File: src/rtl/exc_pkg.sv
// Shared exception/interrupt types and cause codes for the LEGv8 controller slice.
package exc_pkg;

    localparam int unsigned EST_W     = 4;
    localparam int unsigned IDX_W     = 3;
    localparam int unsigned N_IRQ_MAX = 8;

    typedef enum logic [1:0] {
        IDLE    = 2'd0,
        REQ     = 2'd1,
        HANDLER = 2'd2
    } exc_state_t;

    localparam logic [EST_W-1:0] EST_NONE     = 4'b0000;
    localparam logic [EST_W-1:0] EST_INVOP    = 4'b0010;
    localparam logic [EST_W-1:0] EST_DFAULT   = 4'b0011;
    localparam logic [EST_W-1:0] EST_IRQ_BASE = 4'b1000;

    // Cause latched at request time; idx is meaningful only when is_irq is set.
    typedef struct packed {
        logic             is_irq;
        logic [IDX_W-1:0] idx;
    } exc_sel_t;

    function automatic logic [EST_W-1:0] irq_cause(input logic [IDX_W-1:0] idx);
        return EST_IRQ_BASE | EST_W'(idx);
    endfunction

endpackage

File: src/rtl/irq_prio_enc.sv
// Fixed-priority encoder: lowest set request index wins.
module irq_prio_enc
    import exc_pkg::*;
#(
    parameter int unsigned N = 4
) (
    input  logic [N-1:0]     req,
    output logic             valid_c,
    output logic [IDX_W-1:0] idx_c
);

    always_comb begin
        valid_c = 1'b0;
        idx_c   = '0;
        for (int k = 0; k < int'(N); k++) begin
            if (req[k] && !valid_c) begin
                valid_c = 1'b1;
                idx_c   = IDX_W'(k);
            end
        end
    end

endmodule

File: src/rtl/exc_irq_ctrl.sv
// Exception/interrupt sequencer: IRQ edge capture, cause priority, exc/ack handshake, ERET return.
// Optional per-channel interrupt mask when IRQ_MASK_EN is defined.
module exc_irq_ctrl
    import exc_pkg::*;
#(
    parameter int unsigned N_IRQ     = 4,
    parameter int unsigned ESTATUS_W = EST_W
) (
    input  logic                 clk,
    input  logic                 reset,
    input  logic [N_IRQ-1:0]     irq,
    input  logic                 not_an_instr,
    input  logic                 eret,
    input  logic                 exc_ack,
`ifdef IRQ_MASK_EN
    input  logic                 mask_we,
    input  logic [N_IRQ-1:0]     mask_wdata,
`endif
    output logic                 exc,
    output logic [ESTATUS_W-1:0] estatus,
    output logic [N_IRQ-1:0]     irq_ack,
    output logic                 in_handler,
    output logic                 double_fault
);

    if (N_IRQ < 1 || N_IRQ > N_IRQ_MAX) begin : g_bad_n_irq
        $error("exc_irq_ctrl: N_IRQ must be in 1..8");
    end
    if (ESTATUS_W != EST_W) begin : g_bad_estatus_w
        $error("exc_irq_ctrl: ESTATUS_W must be 4");
    end

    exc_state_t           state, state_nx;
    exc_sel_t             sel, sel_nx;
    logic [EST_W-1:0]     estatus_nx;
    logic                 dfault_nx;
    logic [N_IRQ-1:0]     irq_q, pending, enabled;
    logic                 prio_valid;
    logic [IDX_W-1:0]     prio_idx;

`ifdef IRQ_MASK_EN
    logic [N_IRQ-1:0]     mask;

    always_ff @(posedge clk or negedge reset) begin
        if (!reset)       mask <= '1;
        else if (mask_we) mask <= mask_wdata;
    end

    assign enabled = pending & mask;
`else
    assign enabled = pending;
`endif

    irq_prio_enc #(.N(N_IRQ)) u_prio (
        .req     (enabled),
        .valid_c (prio_valid),
        .idx_c   (prio_idx)
    );

    // Acknowledge is combinational so the channel sees it in the exc_ack cycle.
    always_comb begin
        irq_ack = '0;
        if (state == REQ && exc_ack && sel.is_irq) irq_ack = N_IRQ'(1) << sel.idx;
    end

    always_comb begin
        state_nx   = state;
        sel_nx     = sel;
        estatus_nx = estatus;
        dfault_nx  = double_fault;
        case (state)
            IDLE: begin
                if (not_an_instr) begin
                    state_nx   = REQ;
                    estatus_nx = EST_INVOP;
                    sel_nx     = '{is_irq: 1'b0, idx: '0};
                end else if (prio_valid) begin
                    state_nx   = REQ;
                    estatus_nx = irq_cause(prio_idx);
                    sel_nx     = '{is_irq: 1'b1, idx: prio_idx};
                end else begin
                    estatus_nx = EST_NONE;
                end
            end
            REQ: begin
                if (exc_ack) state_nx = HANDLER;
            end
            HANDLER: begin
                if (not_an_instr) dfault_nx = 1'b1;
                if (eret) begin
                    state_nx   = IDLE;
                    estatus_nx = EST_NONE;
                end
            end
            default: begin
                state_nx   = IDLE;
                estatus_nx = EST_NONE;
            end
        endcase
    end

    // New edges win over a same-cycle acknowledge of the same channel.
    always_ff @(posedge clk or negedge reset) begin
        if (!reset) begin
            state        <= IDLE;
            sel          <= '0;
            irq_q        <= '0;
            pending      <= '0;
            exc          <= 1'b0;
            estatus      <= '0;
            in_handler   <= 1'b0;
            double_fault <= 1'b0;
        end else begin
            state        <= state_nx;
            sel          <= sel_nx;
            irq_q        <= irq;
            pending      <= (pending & ~irq_ack) | (irq & ~irq_q);
            exc          <= (state_nx == REQ);
            estatus      <= estatus_nx;
            in_handler   <= (state_nx == HANDLER);
            double_fault <= dfault_nx;
        end
    end

endmodule

File: config.mk
export PLATFORM = sky130hd
export DESIGN_NAME = exc_irq_ctrl
export DESIGN_NICKNAME = d
export VERILOG_FILES = /design/src/rtl/exc_pkg.sv /design/src/rtl/irq_prio_enc.sv /design/src/rtl/exc_irq_ctrl.sv
export SDC_FILE = /design/constraint.sdc
export NUM_CORES = 1
export LEC_CHECK = 0
export CORE_UTILIZATION = 47
export CTS_CLUSTER_DIAMETER = 120
export DETAILED_ROUTE_END_ITERATION = 7
export PLACE_DENSITY = 0.76
export SKIP_CTS_REPAIR_TIMING = 1
export SYNTH_ARGS = -nofsm -noshare
export SYNTH_HDL_FRONTEND = slang
export SYNTH_SLANG_ARGS = --single-unit
File: constraint.sdc
create_clock -name clk -period 1.4 [get_ports clk]
set_input_delay 0.21 -clock clk [delete_from_list [all_inputs] [get_ports clk]]
set_output_delay 0.21 -clock clk [all_outputs]
set_load 0.01 [all_outputs]
==> metrics.txt, run 1 <==
routed via count 682; Reg power frac 0.451; Worst R2R Path Depth 3; area grow syn2layout 35.39%; status finished, violations left; synth top area cells dfrtp_1, inv_1, nor3b_2; Buffers on Ports 18; Netlist cell types 30; GPL Wtd Cong 0.8510; final wirelength 1.818 mm; Yosys reg bits 19; Clock Latency Late Sink 0.29 ns; CP endpoint irq_ack[0]; Congestion Overflow GR 0; die span in x 44.05 µm; total power 1.975 mW; drt wl/cell 15.02 µm; DR DRC count 0; CP Class flop to output port; All-Layer GR Usage 0.2002; CP Data Required Time 1.19 ns; Seq/Total Area, Yosys 0.5723; cell count after synthesis 76; Comb power frac 0.413; Worst Setup SP state[1]; dpl hpwl 1.197 mm; Syn. warnings 0; Hold Vio Cnt, Final 0; DIE AREA 1940 µm²; failing checks setup timing; CTS H-tree lvls 1; Hold WC Path Type input port to asynchronous set/reset pin; CTS tree done; clock sink count 19; Post-Syn Area 830.8 µm²; NetSw 724.0 µW; vias in the first global route 642; fin crit period 1.613 ns; row count 14; syn_area_per_cell 10.93 µm²; Pre-antenna DRT Iters 6; number of synthesized flops with an enable pin 0; TritonCTS Buffers 3; Core Footprint 1577 µm²; fin. max-slew vios 0; IO Pins 20; Syn Nets 85; Sum Neg Setup Slack -0.7369 ns; largest net degree at the start of global routing 20; setup ws final -0.2135 ns; Max rail drop VDD 955.7 µV; Final period util 1.152; Antenna Violating Nets Remaining 0; largest fanout on the critical path 4; Final Util 0.7135; Reg clk slew, reported paths 0.11 ns; largest area contributor in the netlist dfrtp_1; Bufs on Longest Clock Path 2; RSZ-0062 raised after global routing true; Worst R2R End sel[3]; final-stage net count 115; die height 44.05 µm; internal power 1.250 mW; Async S/R FF share, synth 1.000; crit path DAT 1.40 ns; MaxCap Viol Count 0; Setup crit start kind flop; initial antenna violation count 0; switch share 0.3667; Reg2Reg Setup Slack 0.08 ns; Clk network pwr share 0.136; first-pass GRT wire length 2.801 mm; fmax 0.6198 GHz; CP Capture Type output port; Initial DRC Count 29; setup violators final 4; diodes inserted 0; r2r startpoint enabled[2]; layout cells sized above 1 0.2667; Worst Clk Skew 0.007542 ns; PD cells 1755 nW/µm²; CTS Root Cell clkbuf_4; Initial Utilization 0.5270; leakage power 0.5695 nW; drt via density 5.636; Most used DFF post-synth dfrtp_1; post-synth top area share 0.5723
-- cell families (layout without fill, tap and decap cells) --
family | count (synthesis) | in the layout | share of synthesized area
flip-flops | 19 | 19 | 0.5723
other | 1 | 1 | 0.004514
AO/OA/AOI/OAI | 22 | 22 | 0.1762
AND/OR/NAND/NOR | 23 | 23 | 0.1868
buffers and inverters | 11 | 40 | 0.06023
-- critical path: stages (launching register included) --
cell	delay, ns
dfrtp_1	0.41
and4b_2	0.34
nor3b_4	0.20
buf_2	0.15
-- metrics by stage --
stage	hold slack, ns	setup WS, ns	std cells	instance area [µm²]
3_5_place_dp	0.4280	-0.5607	116	1079
6_report	0.2408	-0.2135	121	1125
2_1_floorplan	-0.08559	0.1999	76	830.8
5_1_grt	0.2608	-0.2611	121	1125
3_3_place_gp	0.4162	-0.5659	116	1079
4_1_cts	0.2434	-0.5968	120	1106
-- cell type report --
type                            count  area (µm²)
Multi-Input combinational cell     46       317.8
Sequential cell                    19       475.5
Clock inverter                      1       5.005
Clock buffer                        3       22.52
Fill cell                         126       451.7
Tap cell                           16       20.02
Inverter                            8       30.03
Timing Repair Buffer               28       254.0
-- worst min-delay path by stage --
stage          startpoint      endpoint  slack, ns  cells after the start
5_1_grt             reset      irq_q[3]       0.26                      2
4_1_cts             reset           exc       0.24                      2
6_report            reset           exc       0.24                      2
3_3_place_gp     irq_q[0]    enabled[0]       0.42                      1
3_5_place_dp     irq_q[0]    enabled[0]       0.43                      1
2_1_floorplan       reset  double_fault      -0.09                      0
-- synth_stat cells, types with 2 or more instances --
master	n
o21ai_0	5
a21oi_1	3
a221oi_1	2
o211ai_1	2
o22ai_1	3
o21bai_1	2
nand3b_1	2
nor3b_2	2
nand2_1	5
inv_1	8
dfrtp_1	19
buf_4	2
nor2_1	4
-- layout by cell type (no fill, tap or decap), types with 3 or more instances in the layout --
master / synthesis / routed
inv_1: 8 / 8
clkdlybuf4s50_1: 0 / 9
clkbuf_4: 0 / 3
nor2_1: 4 / 4
buf_2: 1 / 3
dlymetal6s2s_1: 0 / 5
buf_4: 2 / 10
nand2_1: 5 / 5
o22ai_1: 3 / 3
dfrtp_1: 19 / 19
a21oi_1: 3 / 3
o21ai_0: 5 / 5
-- layer usage --
| metal | share of wire | track usage | vias up |
|---|---|---|---|
| li1 | - | - | 322 |
| met1 | 0.45 | 0.2629 | 342 |
| met2 | 0.51 | 0.3324 | 16 |
| met3 | 0.031 | 0.02857 | 2 |
| met4 | 0.0066 | 0.08485 | 0 |
| met5 | 0 | 0 | - |
-- power by group through the flow --
stage	clock network, mW	logic [mW]	registers (mW)
2_1_floorplan	0	0.419	0.884
3_3_place_gp	0	0.790	0.873
3_5_place_dp	0	0.813	0.877
4_1_cts	0.281	0.823	0.869
5_1_grt	0.288	0.879	0.912
6_report	0.269	0.815	0.891
-- sequential cells by signal, summed over array words and instances (netlist names) --
name          cells
double_fault      1
state             2
sel               3
in_handler        1
estatus           3
irq_q             4
exc               1
enabled           4
No activity file was read; power rests on OpenSTA's default activity.
==> run 2: changes to the inputs <==
CORE_UTILIZATION = 58   (was 47)
DONT_BUFFER_PORTS = 1   (was unset)
PLACE_DENSITY = 0.74   (was 0.76)
SKIP_CTS_REPAIR_TIMING = unset   (was 1)
==> run 2 against run 1 <==
  * The run still ends with setup timing left
  * Utilization is 2.5 points higher
  * Clock-buffer cell count is 1 higher
  * Non-clock buffer count is 16 lower
  * Worst hold slack worse by 0.22 ns
  * Die area is 18% lower
  * Routed wire length is 12% lower
  * Sequential share of layout area is 6.6 points higher
  * First-iteration DRC count is 62% lower
  * Critical path type unchanged
  * Largest power group unchanged
==> metrics.txt, run 2 (synthesized netlist as in run 1, its figures left out) <==
total power 1.762 mW (-11%); slew margin rel. 0.4603; row count 13 (-1); Reg power frac 0.527 (+0.076); PD cells 1810 nW/µm² (+3.1%); RSZ-0062 raised after global routing true; CP bufs+invs 1 (unchanged); Worst Clk Skew 0.001882 ns (-0.005661 ns); initial antenna violation count 0 (unchanged); Initial DRC Count 11 (-62%); Initial Utilization 0.6306 (+0.1036); Hold Path Depth 1; Sum Neg Setup Slack -0.2723 ns (+0.4646 ns); most frequent cells in the layout dfrtp_1, inv_1, dlygate4sd3_1, buf_4, o21ai_0; Congestion Overflow GR 0 (unchanged); drt via density 5.913 (+4.9%); r2r startpoint enabled[2]; CTS tree done; IO Pins 20 (unchanged); commonest non-fill, non-tap cell in the layout dfrtp_1; final-stage net count 99 (-14%); worst hold start exc_ack; Hold WS 0.01823 ns (-0.2226 ns); internal power 1.107 mW (-11%); worst path cell trace and4b_1 -> nor3b_2 -> buf_4; Worst R2R Path Depth 3 (unchanged); status finished, violations left; GPL Wtd Cong 0.8506 (about the same); Bufs on Longest Clock Path 2 (unchanged); Core Footprint 1318 µm² (-16%); CTS Root Cell clkbuf_4; diodes inserted 0 (unchanged); Max rail drop VDD 1096 µV (+15%); setup ws final -0.1312 ns (+0.08229 ns); Antenna Violating Nets Remaining 0 (unchanged); Reg2Reg Setup Slack 0.15 ns (+0.07 ns); Pre-antenna DRT Iters 4 (-2); fin crit period 1.531 ns (-0.08229 ns); leakage power 0.4403 nW (-23%); clock sink count 19 (unchanged); TritonCTS Buffers 3 (unchanged); Comb power frac 0.324 (-0.089); setup violators final 4 (unchanged); CP delay by family, top simple AND/OR/NAND/NOR gates; NetSw 655.2 µW (-9.5%); CP Capture Type output port; die height 39.85 µm (-9.5%); Clk network pwr share 0.150 (+0.014); non-filler cells, final 104 (-14%); Worst R2R End sel[3]; vias in the first global route 556 (-13%); Hold WC Path Type input port to flop; CP Data Required Time 1.19 ns (about the same); Hold Vio Cnt, Final 0 (unchanged); Final period util 1.094 (-0.05878); crit path DAT 1.32 ns (-0.08 ns); Crit. path cell count 3 (unchanged); DR DRC count 0 (unchanged); drt wl/cell 15.45 µm (+2.8%); Buffers on Ports 0 (-18); switch share 0.3718 (+0.005169); MaxCap Viol Count 0 (unchanged); final wirelength 1.607 mm (-12%); failing checks setup timing; area grow syn2layout 17.17%; Max stage delay on crit path 0.39 ns (-0.02 ns); layout cells sized above 1 0.2360 (-0.03071); DIE AREA 1588 µm² (-18%); Clock Latency Late Sink 0.29 ns (about the same); placed insts 92 (-21%); first-pass GRT wire length 2.477 mm (-12%); dpl hpwl 1.100 mm (-8.1%); CP Class flop to output port; Worst Hold End exc; largest net degree at the start of global routing 20 (unchanged); routed via count 615 (-9.8%); CTS H-tree lvls 1 (unchanged); largest fanout on the critical path 4 (unchanged); Final Util 0.7388 (+0.02535); worst-margin pin slew 0.8069 ns; die span in x 39.85 µm (-9.5%); fmax 0.6531 GHz (+5.4%); slowest library cell on the worst path dfrtp_1; All-Layer GR Usage 0.2467 (+0.04653); Reg clk slew, reported paths 0.10 ns (about the same); fin. max-slew vios 0 (unchanged); Setup crit start kind flop
-- run 2: changes by cell type in the layout (fill, tap and decap cells not counted), moves of 3 or more --
cell,change
buf_4,-4
clkdlybuf4s50_1,-9
dlygate4sd3_1,+6
buf_2,-3
dlymetal6s2s_1,-5
-- run 2: cell type report --
type	instances	area, µm²
flip-flops and latches	19	475.5
repair buffers	12	105.1
well taps	15	18.77
multi-input cells	46	317.8
inverters	8	30.03
clock buffers	4	26.28
fillers	97	344.1
-- run 2: repair_timing --
| item | in CTS | in global routing |
|---|---|---|
| endpoints found under the setup margin | 4 | 4 |
| hold buffers | 6 | 0 |
| buffers inserted | 2 | 0 |
| pin swaps | 1 | 1 |
| resized for setup | 4 | 1 |
| hold endpoints to repair | 24 | 0 |
-- run 2: stage by stage --
step,cell area [µm²],worst slack (ns)
after floorplan,830.8,0.1999
after global placement,859.6,0.1761
after detailed placement,859.6,0.1548
after CTS,968.4,-0.1214
after global routing,973.4,-0.2061
final,973.4,-0.1312
-- run 2: worst max path at each step --
stage,slack [ns],endpoint,from
2_1_floorplan,0.20,sel[3],enabled[2]
3_3_place_gp,0.18,sel[3],enabled[2]
3_5_place_dp,0.15,sel[3],enabled[2]
4_1_cts,-0.12,irq_ack[0],state[1]
5_1_grt,-0.21,irq_ack[0],state[1]
6_report,-0.13,irq_ack[0],state[1]
-- run 2: power by group through the flow --
stage               sequential, mW  combinational, mW  clock, mW
finish                       0.928              0.570      0.264
global route                 0.959              0.638      0.292
CTS                          0.922              0.567      0.267
detailed placement           0.932              0.506          0
global placement             0.922              0.496          0
floorplan                    0.884              0.419          0
-- run 2: layer usage --
metal / GRT usage / routed length (µm) / part of all wire / up-vias
li1: - / - / - / 290
met1: 0.3154 / 690 / 0.43 / 297
met2: 0.3893 / 772 / 0.48 / 22
met3: 0.04545 / 94 / 0.058 / 6
met4: 0.1293 / 49 / 0.030 / 0
met5: 0 / 0 / 0 / -
